[src/rtl/weight_loader_pkg.sv]
// Shared NPU package: HP stream / weight-memory geometry
// defaults and the weight loader state encoding.
package weight_loader_pkg;

  localparam int WL_AXI_HP_BIT = 64;
  localparam int WL_ADDR_WIDTH = 14;
  localparam int WL_CNT_WIDTH  = 15;

  typedef enum logic [1:0] {
    IDLE = 2'd0,
    LOAD = 2'd1,
    DONE = 2'd2
  } wl_state_e;

  // A burst is well framed only when s_last and the
  // count-derived final beat agree; any mismatch is an error.
  function automatic logic frame_err(
    input logic final_beat,
    input logic last
  );
    return final_beat ^ last;
  endfunction

endpackage

[src/rtl/weight_loader.sv]
// Weight loader: streams HP beats into weight memory.
// Ports: clk, rst_n (sync, active-low); start/base_addr/
// num_beats launch a load; s_valid/s_data/s_last/s_ready
// form the beat stream; wr_en/wr_addr/wr_data drive the
// weight-memory write port; busy, done, err report status.
module weight_loader
  import weight_loader_pkg::*;
#(
  parameter int AXI_HP_BIT = WL_AXI_HP_BIT,
  parameter int ADDR_WIDTH = WL_ADDR_WIDTH,
  parameter int CNT_WIDTH  = WL_CNT_WIDTH
) (
  input  logic                  clk,
  input  logic                  rst_n,
  input  logic                  start,
  input  logic [ADDR_WIDTH-1:0] base_addr,
  input  logic [CNT_WIDTH-1:0]  num_beats,
  input  logic                  s_valid,
  input  logic [AXI_HP_BIT-1:0] s_data,
  input  logic                  s_last,
  output logic                  s_ready,
  output logic                  wr_en,
  output logic [ADDR_WIDTH-1:0] wr_addr,
  output logic [AXI_HP_BIT-1:0] wr_data,
  output logic                  busy,
  output logic                  done,
  output logic                  err
);

  wl_state_e             state;
  wl_state_e             state_nxt;
  logic [ADDR_WIDTH-1:0] addr_cnt;
  logic [ADDR_WIDTH-1:0] addr_nxt;
  logic [CNT_WIDTH-1:0]  rem_cnt;
  logic [CNT_WIDTH-1:0]  rem_nxt;
  logic                  err_nxt;
  logic                  wr_en_nxt;
  logic [ADDR_WIDTH-1:0] wr_addr_nxt;
  logic [AXI_HP_BIT-1:0] wr_data_nxt;
  logic                  beat;
  logic                  final_beat;

  assign s_ready = (state == LOAD);
  assign busy    = (state != IDLE);
  // DONE is entered on the edge that registers the final
  // write, so done lines up with that write's wr_en.
  assign done    = (state == DONE);

  assign beat       = s_valid & s_ready;
  assign final_beat = (rem_cnt == CNT_WIDTH'(1));

  always_comb begin
    state_nxt   = state;
    addr_nxt    = addr_cnt;
    rem_nxt     = rem_cnt;
    err_nxt     = err;
    wr_en_nxt   = 1'b0;
    wr_addr_nxt = wr_addr;
    wr_data_nxt = wr_data;
    unique case (state)
      IDLE: begin
        if (start) begin
          err_nxt  = 1'b0;
          addr_nxt = base_addr;
          rem_nxt  = num_beats;
          if (num_beats == '0) begin
            state_nxt = DONE;
          end else begin
            state_nxt = LOAD;
          end
        end
      end
      LOAD: begin
        if (beat) begin
          wr_en_nxt   = 1'b1;
          wr_addr_nxt = addr_cnt;
          wr_data_nxt = s_data;
          // Wraps naturally at 2^ADDR_WIDTH.
          addr_nxt    = addr_cnt + ADDR_WIDTH'(1);
          rem_nxt     = rem_cnt - CNT_WIDTH'(1);
          if (final_beat || s_last) begin
            state_nxt = DONE;
          end
          if (frame_err(final_beat, s_last)) begin
            err_nxt = 1'b1;
          end
        end
      end
      DONE: begin
        state_nxt = IDLE;
      end
      default: begin
        state_nxt = IDLE;
      end
    endcase
  end

  always_ff @(posedge clk) begin
    if (!rst_n) begin
      state    <= IDLE;
      addr_cnt <= '0;
      rem_cnt  <= '0;
      err      <= 1'b0;
      wr_en    <= 1'b0;
      wr_addr  <= '0;
      wr_data  <= '0;
    end else begin
      state    <= state_nxt;
      addr_cnt <= addr_nxt;
      rem_cnt  <= rem_nxt;
      err      <= err_nxt;
      wr_en    <= wr_en_nxt;
      wr_addr  <= wr_addr_nxt;
      wr_data  <= wr_data_nxt;
    end
  end

endmodule

[config.mk]
export PLATFORM = sky130hd
export DESIGN_NAME = weight_loader
export DESIGN_NICKNAME = d
export VERILOG_FILES = /design/src/rtl/weight_loader_pkg.sv /design/src/rtl/weight_loader.sv
export SDC_FILE = /design/constraint.sdc
export NUM_CORES = 1
export LEC_CHECK = 0
export BUFFER_PORTS_ARGS = -buffer_cell sky130_fd_sc_hd__buf_2
export CELL_PAD_IN_SITES_DETAIL_PLACEMENT = 1
export CELL_PAD_IN_SITES_GLOBAL_PLACEMENT = 2
export CORE_UTILIZATION = 29
export CTS_CLUSTER_DIAMETER = 100
export CTS_CLUSTER_SIZE = 30
export DETAILED_ROUTE_END_ITERATION = 6
export PLACE_DENSITY_LB_ADDON = 0.1
export SETUP_SLACK_MARGIN = 0.15
export SYNTH_ARGS = -nofsm -noshare
export SYNTH_HDL_FRONTEND = slang
export SYNTH_SLANG_ARGS = --single-unit
[constraint.sdc]
create_clock -name clk -period 4.8 [get_ports clk]
set_input_delay 0.48 -clock clk [delete_from_list [all_inputs] [get_ports clk]]
set_output_delay 0.48 -clock clk [all_outputs]
set_load 0.005 [all_outputs]
== After elaboration in Yosys (flattened, before gate mapping) ==
Index checks and enable logic that the tools add are counted.
Cells by class
  $add $sub $neg: 2
  eq/ne operators: 7
  mux-type cells: 16
  bitwise logic cells: 2
  reduce and logical (&&, ||, !) cells: 10
Operator list (count)
  2-to-1 mux 15 bit: 2
  one-hot mux 15 bit (2 select lines): 1
  2-to-1 mux 14 bit: 2
  one-hot mux 14 bit (2 select lines): 1
  equality test 15 x 1 -> 1 bit (second input constant): 1
  zero test 15 bit: 1
  subtractor 15 x 1 -> 15 bit (second input constant): 1
  adder 14 x 1 -> 14 bit (second input constant): 1
  2-to-1 mux 2 bit: 4
  != test 2 x 1 -> 1 bit (second input constant): 3
  AND reduction 3 bit: 2
  2-to-1 mux 1 bit: 4
  one-hot mux 2 bit (2 select lines): 1
  AND reduction 2 bit: 2
  AND reduction 4 bit: 1
  nonzero test 2 bit: 2
  equality test 2 x 1 -> 1 bit (second input constant): 1
  equality test 2 bit (second input constant): 1
  zero test 2 bit: 1
  != test 2 bit (second input constant): 1
  one-hot mux 1 bit (2 select lines): 1
  bitwise AND 1 bit: 1
  logical OR 1 bit: 1
  XOR 1 bit: 1
Word-level totals
  register bits: 111
  input bits: 98

== Longest topological paths before layout ==
Gate-level depths: netlist (run 1).
  word-level depth: 5
  mapped depth: 9
  mapped depth without buffers: 9

== Least setup slack after synthesis (run 1) ==
Ideal clock, no wire load.
  kind: input to register
  from: input start
  to: register addr_cnt[10]
  library setup time: 0.127 ns
  data arrival time: 1.517 ns
  required time: 4.673 ns
  path slack: 3.157 ns
  stages on the path: 7
  cell sequence: clkbuf_2 mux2i_1 or2_2 buf_6 buf_6 o2111ai_1 o21ai_0
On the way
  word-level cells in the longest chain between the ends: 2
RTL lines
  start: declaration: RTL line weight_loader.sv:15  | input logic start,
  != test 2 bit (no source line)
  AND reduction 3 bit (no source line)
  end signal: assignment: RTL line weight_loader.sv:109  | addr_cnt <= addr_nxt;
  end: declaration: RTL line weight_loader.sv:32  | logic [ADDR_WIDTH-1:0] addr_cnt;
No other way between the ends.
A chain may end at the register's enable or synchronous reset.

== Final worst setup path (run 1) ==
  from: register state[0]
  to: register wr_data[55]
On the way
  word-level cells in the longest chain between the ends: 3
RTL lines
  start: declaration: RTL line weight_loader.sv:30  | wl_state_e state;
  start signal: assignment: RTL line weight_loader.sv:108  | state <= state_nxt;
  equality test 2 x 1 -> 1 bit (*): RTL line weight_loader.sv:43, weight_loader.sv:60
  bitwise AND 1 bit: RTL line weight_loader.sv:49  | assign beat = s_valid & s_ready;
  AND reduction 2 bit (no source line) (*)
  end signal: assignment: RTL line weight_loader.sv:114  | wr_data <= wr_data_nxt;
  end: declaration: RTL line weight_loader.sv:24  | output logic [AXI_HP_BIT-1:0] wr_data,
Every way passes the cells marked *; elsewhere a longest branch is shown, timed or not.

==> results of run 1 <==
[flip-flops by register name, summed over array words and instances (netlist names)]
| register | count |
|---|---|
| wr_data | 64 |
| rem_cnt | 15 |
| addr_cnt | 14 |
| wr_addr | 14 |
| state | 2 |
| err | 1 |
| wr_en | 1 |
[synthesized netlist by cell type (4+ instances only)]
library cell  instances  area, µm²
a21oi_1             103        515
a22oi_1               4       30.0
a31oi_1               8       50.1
and2_1                5       31.3
buf_1                 4       15.0
buf_2                11       55.1
clkbuf_1             26       97.6
dfxtp_1             111       2220
ha_1                  4       50.1
inv_1                 6       22.5
nand2_1             181        679
nand2b_1              4       25.0
nand3_1              10       50.1
nand4_1               5       31.3
nor2_1               25       93.8
nor2b_1               4       25.0
nor3_1               10       50.1
nor3b_1               8       60.1
nor4_1                5       31.3
o211ai_1              6       45.0
o21a_1                4       30.0
o21ai_0              19       95.1
[path summary, 6_finish.rpt]
check / endpoint / slack, ns
worst max-delay path: wr_data[55] / 1.43
worst min-delay path: wr_data[33] / 0.36
worst max register to register: wr_data[55] / 1.43
worst min register to register: wr_data[4] / 0.45
[power breakdown]
part | switching [mW] | total, mW | internal [mW]
clock network | 0.346 | 0.782 | 0.435
logic | 0.188 | 0.319 | 0.131
registers | 0.0510 | 1.02 | 0.970
total | 0.586 | 2.12 | 1.54
[per-stage QoR]
step           setup slack [ns]  area, µm²
5_1_grt                    1.08       6170
4_1_cts                    1.36       6170
2_1_floorplan              3.16       4860
3_3_place_gp               1.52       5860
6_report                   1.43       6170
3_5_place_dp               1.37       5860
[per-layer routing]
layer,track usage [%],vias up,part of all wire [%],routed length [µm]
met5,0,-,0,0
met4,6.01,0,1.4,225
met3,2.66,13,3.4,537
met2,31.8,112,48,7710
met1,24.1,2399,47,7550
li1,-,2477,-,-
[cell families after synthesis]
group,count (synthesis),synth area share (%)
adder cells (fa/ha/maj),4,1.03
flip-flops,111,45.7
buffers and inverters,54,4.89
AND/OR/NAND/NOR,283,27.2
multiplexers,2,0.438
AO/OA/AOI/OAI,173,20.8
[cells in the final DEF (no fill, tap or decap), drive strengths merged, types with 3 or more instances in the layout]
cell type / netlist / final
or4: 3 / 3
and3: 3 / 3
nand4: 5 / 5
o22ai: 3 / 3
dfxtp: 111 / 111
o21a: 4 / 4
a21oi: 103 / 103
inv: 8 / 9
a31oi: 8 / 8
o211ai: 6 / 6
buf: 18 / 184
or2: 3 / 3
o31ai: 3 / 3
nor3b: 9 / 9
a211o: 3 / 3
nor2b: 4 / 4
nor2: 25 / 25
clkbuf: 28 / 12
nand3: 10 / 10
nand2b: 5 / 5
nor4b: 3 / 3
ha: 4 / 4
nand2: 181 / 181
a311oi: 3 / 3
nor3: 12 / 12
and2: 5 / 5
a22oi: 4 / 4
nor4: 6 / 6
o21ai: 19 / 19
[worst min-delay path, stage by stage]
cell     delay (ns)
buf_2          0.10
nand2_1        0.04
a21oi_1        0.05
[cell type report]
class                      count  area [µm²]
inverter                       8        30.0
clock inverter                 4        51.3
tap                          216         270
sequential                   111        2220
fill                        2046        9940
clock buffer                  12         256
timing repair buffer         184         931
antenna                        1        2.50
multi-input combinational    462        2410
==> results.md, run 1 <==
- Status: finished, final reports clean
- Register area share after synthesis: between 40% and 50%
- CP startpoint kind: register
- WP buf/inv: 2
- Via-to-Cell Ratio: approximately 5
- Post-synth ARST share: 0%
- Crit. Startpoint: state[0]
- Post-synth EDFFs: 0
- Routed WL: between 15 and 20 mm
- Synth Register Bits: 111
- Slew HR: approximately a third
- Minimum clock period: around 3.4 ns
- Clk sink count: 111
- VDD IR-drop max: roughly 160 µV
- Max-slew violations: 0
- Post_cts resized: 0
- R2R cell count: 6
- Final Hold Viols: 0
- Starting Density: 30.2%
- Die height: between 100 and 150 µm
- RSZ-0062 raised after global routing: false
- Hold wc startpoint: s_data[33]
- Worst-path clk slew: around 0.070 ns
- Vias: 5001
- Post-Syn Nets: about 730
- Tcrit/Tclk final: between 70 and 80%
- Max-cap viol count: 0
- Antenna-violating nets left: 0
- PwrDens: 344 nW/µm²
- Min-delay worst type: input pin to register
- Final Skew: 0.0109 ns
- Core Box Area: 16100 µm²
- CP Cell Sequence: nand2b_4 > inv_2 > and2_2 > buf_4 > nand2_1 > a21oi_1
- Average instance area after synthesis: around 7.8 µm²
- # IOs: about 180
- Crit. End Element: register
- DRC viols: 0
- Tightest Pin Transition: 1.03 ns
- Critical path class: register to register
- Gpl congestion: about 0.77
- All-Layer GR Usage: 18.7%
- Max Fclk: approximately 0.3 GHz
- Post-synth design cell area: 4860 µm²
- Setup tns final: 0 ns
- Initial antenna violation count: 1
- Drt wl/cell: 16.1 µm
- Skew-Pair Late Insertion Delay: 0.35 ns
- Area grow syn2layout: 26.9%
- Worst EP required: 5.07 ns
- I/O Buffers: between 150 and 200
- 1st-iter DRT viols: ~240
- Critical Path AT: about 3.6 ns
- Die W: roughly 130 µm
- Drt first pass iters: 4
- Synth unique cells: slightly above 60
- WHS: approximately 0.36 ns
- Layout cells sized above 1: approximately 28%
- Row cnt: between 40 and 50
- CTS Buf Count: 9
- Leak Pwr: ~2.6 nW
- Htree depth: 3
- Root buffer cell: clkbuf_16
- Synthesized netlist cell count: ~630
- Hold-fix buffers, CTS: 0
- Synth warn: 0
- Total gr overflow: 0
- WP depth: 6
- Maximum fanout along the worst path: 54
- Layout Nets: approximately 880
- Design Power: ~2.1 mW
- Clock Path Buffers: 2
- First-pass GRT wire length: about 26 mm
- Placed insts: 981
- Hold depth: 3
- Critical path's slowest cell: and2_2
- Ys flop type: dfxtp_1
- Detailed placement HPWL: about 11 mm
- Setup bufs post-CTS: 0
- Reg2Reg Launch Point: state[0]
- Final setup fails: 0
- Delay-heaviest family, CP: simple AND/OR/NAND/NOR gates
- Largest net degree at the start of global routing: between 70 and 80
- Post-Layout Cell Count: between 900 and 1000
- Final core occ: roughly two fifths
- CTS tree: built
- Number of global-route vias before repair: ~5000
- CP peak stage delay: a little over 0.9 ns
- Die area: 17300 µm²
Power figures use the tool's default switching activity.
==> run 2, diff against run 1 <==
--- a/config.mk
+++ b/config.mk
@@ -8,7 +8,7 @@
 export BUFFER_PORTS_ARGS = -buffer_cell sky130_fd_sc_hd__buf_2
 export CELL_PAD_IN_SITES_DETAIL_PLACEMENT = 1
 export CELL_PAD_IN_SITES_GLOBAL_PLACEMENT = 2
-export CORE_UTILIZATION = 29
+export CORE_UTILIZATION = 24
 export CTS_CLUSTER_DIAMETER = 100
 export CTS_CLUSTER_SIZE = 30
 export DETAILED_ROUTE_END_ITERATION = 6
==> constraint.sdc (replaced) <==
create_clock -name clk -period 2.7 [get_ports clk]
set_input_delay 0.27 -clock clk [delete_from_list [all_inputs] [get_ports clk]]
set_output_delay 0.27 -clock clk [all_outputs]
set_load 0.005 [all_outputs]
==> run 2 against run 1 <==
  * Cell count grew 5.7%
  * Flip-flop and latch count is the same
  * Utilization down 6.3 points
  * Clock power up 69%
  * Die area is 21% higher
  * Critical path type unchanged
  * Largest power group unchanged
==> results.md, run 2 (synthesized netlist as in run 1, its figures left out) <==
- # IOs: 181
- Status: finished, final reports clean
- VDD IR-drop max: about 280 µV
- Detailed placement HPWL: 12.6 mm
- Clk pwr share: 35.2%
- Die W: approximately 140 µm
- First-pass GRT wire length: between 20 and 30 mm
- Worst EP required: between 2 and 3 ns
- Ant. Diodes: 0
- RSZ-0062 raised after global routing: false
- Final Skew: about 0.013 ns
- Sw Share: a little under a third
- Leak Pwr: between 2 and 3 nW
- Register area: 2220 µm²
- Setup tns final: 0 ns
- CTS Buf Count: 9
- Clk sink count: roughly 110
- Worst-path clk slew: roughly 0.080 ns
- Critical Path AT: ~2.2 ns
- Drt wl/cell: 16.8 µm
- Largest regs: wr_data: 64 flops, rem_cnt: 15 flops
- Row cnt: just over 50
- Final core occ: 32.0%
- Minimum clock period: approximately 2.0 ns
- I/O Buffers: 180
- Vias: 4990
- All-Layer GR Usage: approximately 17%
- Max-cap viol count: 0
- Drt first pass iters: 4
- Combinational share of power: 16.4%
- Clock Path Buffers: 2
- Sw power: 1.12 mW
- CP startpoint kind: register
- Core Box Area: between 15000 and 20000 µm²
- PwrDens: slightly below 600 nW/µm²
- Die height: 144 µm
- Crit. End Element: register
- Area grow syn2layout: 29.5%
- Tightest Pin Transition: approximately 0.53 ns
- Die area: roughly 21000 µm²
- Layout Nets: approximately 890
- Maximum fanout along the worst path: 11
- Root buffer cell: clkbuf_16
- Multi-input gate area: about 2400 µm²
- Top reg by flops: wr_data
- DRC viols: 0
- Tcrit/Tclk final: approximately 75%
- CTS tree: built
- WHS: around 0.14 ns
- Initial antenna violation count: 0
- Number of global-route vias before repair: ~4900
- R2R Setup Slk: 0.69 ns
- Post_cts resized: 0
- Hold-fix buffers, CTS: 0
- Via-to-Cell Ratio: around 4.7
- Seq pwr share: 48.3%
- Layout cells sized above 1: between 20% and 30%
- Starting Density: 24.7%
- Gpl congestion: between 0.7 and 0.8
- Htree depth: 3
- Final Hold Viols: 0
- Setup bufs post-CTS: 0
- 1st-iter DRT viols: 230
- Max reg flops: 64
- Internal: about 2.6 mW
- Slew HR: ~65%
- Fillcell total: 2446
- Min-delay worst type: input pin to register
- Total gr overflow: 0
- Final setup fails: 0
- Largest net degree at the start of global routing: 80
- Max-slew violations: 0
- Critical path class: register to register
- Most frequent cells in the layout: nand2_1, buf_2, dfxtp_1
- Max Fclk: 0.497 GHz
- Antenna-violating nets left: 0
- Skew-Pair Late Insertion Delay: between 0.3 and 0.4 ns
- Routed WL: about 18 mm
run 2: cell count changes in the layout (fill, tap and decap cells not counted), sizes merged:
cell | previous run | this run
bufinv | 1 | 0
clkbuf | 12 | 10
diode | 1 | 0
buf | 184 | 193
clkinv | 1 | 4
run 2: power by group through the flow:
stage / Sequential [mW] / Clock, mW / Combinational (mW)
detailed placement: 1.85 / 0 / 0.622
global route: 1.83 / 1.45 / 0.687
floorplan: 1.83 / 0 / 0.364
finish: 1.81 / 1.32 / 0.615
global placement: 1.84 / 0 / 0.610
CTS: 1.81 / 1.39 / 0.624
run 2: per-layer routing:
| metal | global-route usage [%] | wire, µm | share of wire [%] | vias up |
|---|---|---|---|---|
| li1 | - | - | - | 2485 |
| met1 | 21.9 | 8140 | 46 | 2362 |
| met2 | 28.3 | 8540 | 48 | 129 |
| met3 | 3.48 | 865 | 4.9 | 14 |
| met4 | 4.65 | 193 | 1.1 | 0 |
| met5 | 0 | 0 | 0 | - |
run 2: critical path, stage by stage (launching register included):
cell and delay [ns]:
dfxtp_1 0.55, mux2i_1 0.44, nor2_1 0.11, buf_4 0.20, nand2_1 0.37, o221ai_1 0.20
run 2: stage by stage:
stage	std cells	power, mW	cell area, µm²	setup slack, ns
3_3_place_gp	1039	2.45	6010	0.834
6_report	1055	3.74	6300	0.686
4_1_cts	1055	3.82	6300	0.693
2_1_floorplan	627	2.19	4860	1.11
3_5_place_dp	1039	2.47	6010	0.701
5_1_grt	1055	3.96	6300	0.560
run 2: final timing paths:
kind	from	cells past startpoint	end
max reg2reg	state[0]	5	addr_cnt[9]
min	s_data[4]	3	wr_data[4]
min reg2reg	wr_data[28]	2	wr_data[28]
max	state[0]	5	addr_cnt[9]
run 2: cell type report:
| class | instances | area share, % |
|---|---|---|
| Multi-Input combinational cell | 462 | 38.2 |
| Sequential cell | 111 | 35.3 |
| Timing Repair Buffer | 193 | 16.3 |
| Tap cell | 265 | 5.27 |
| Clock buffer | 10 | 3.64 |
| Clock inverter | 6 | 0.855 |
| Inverter | 8 | 0.497 |
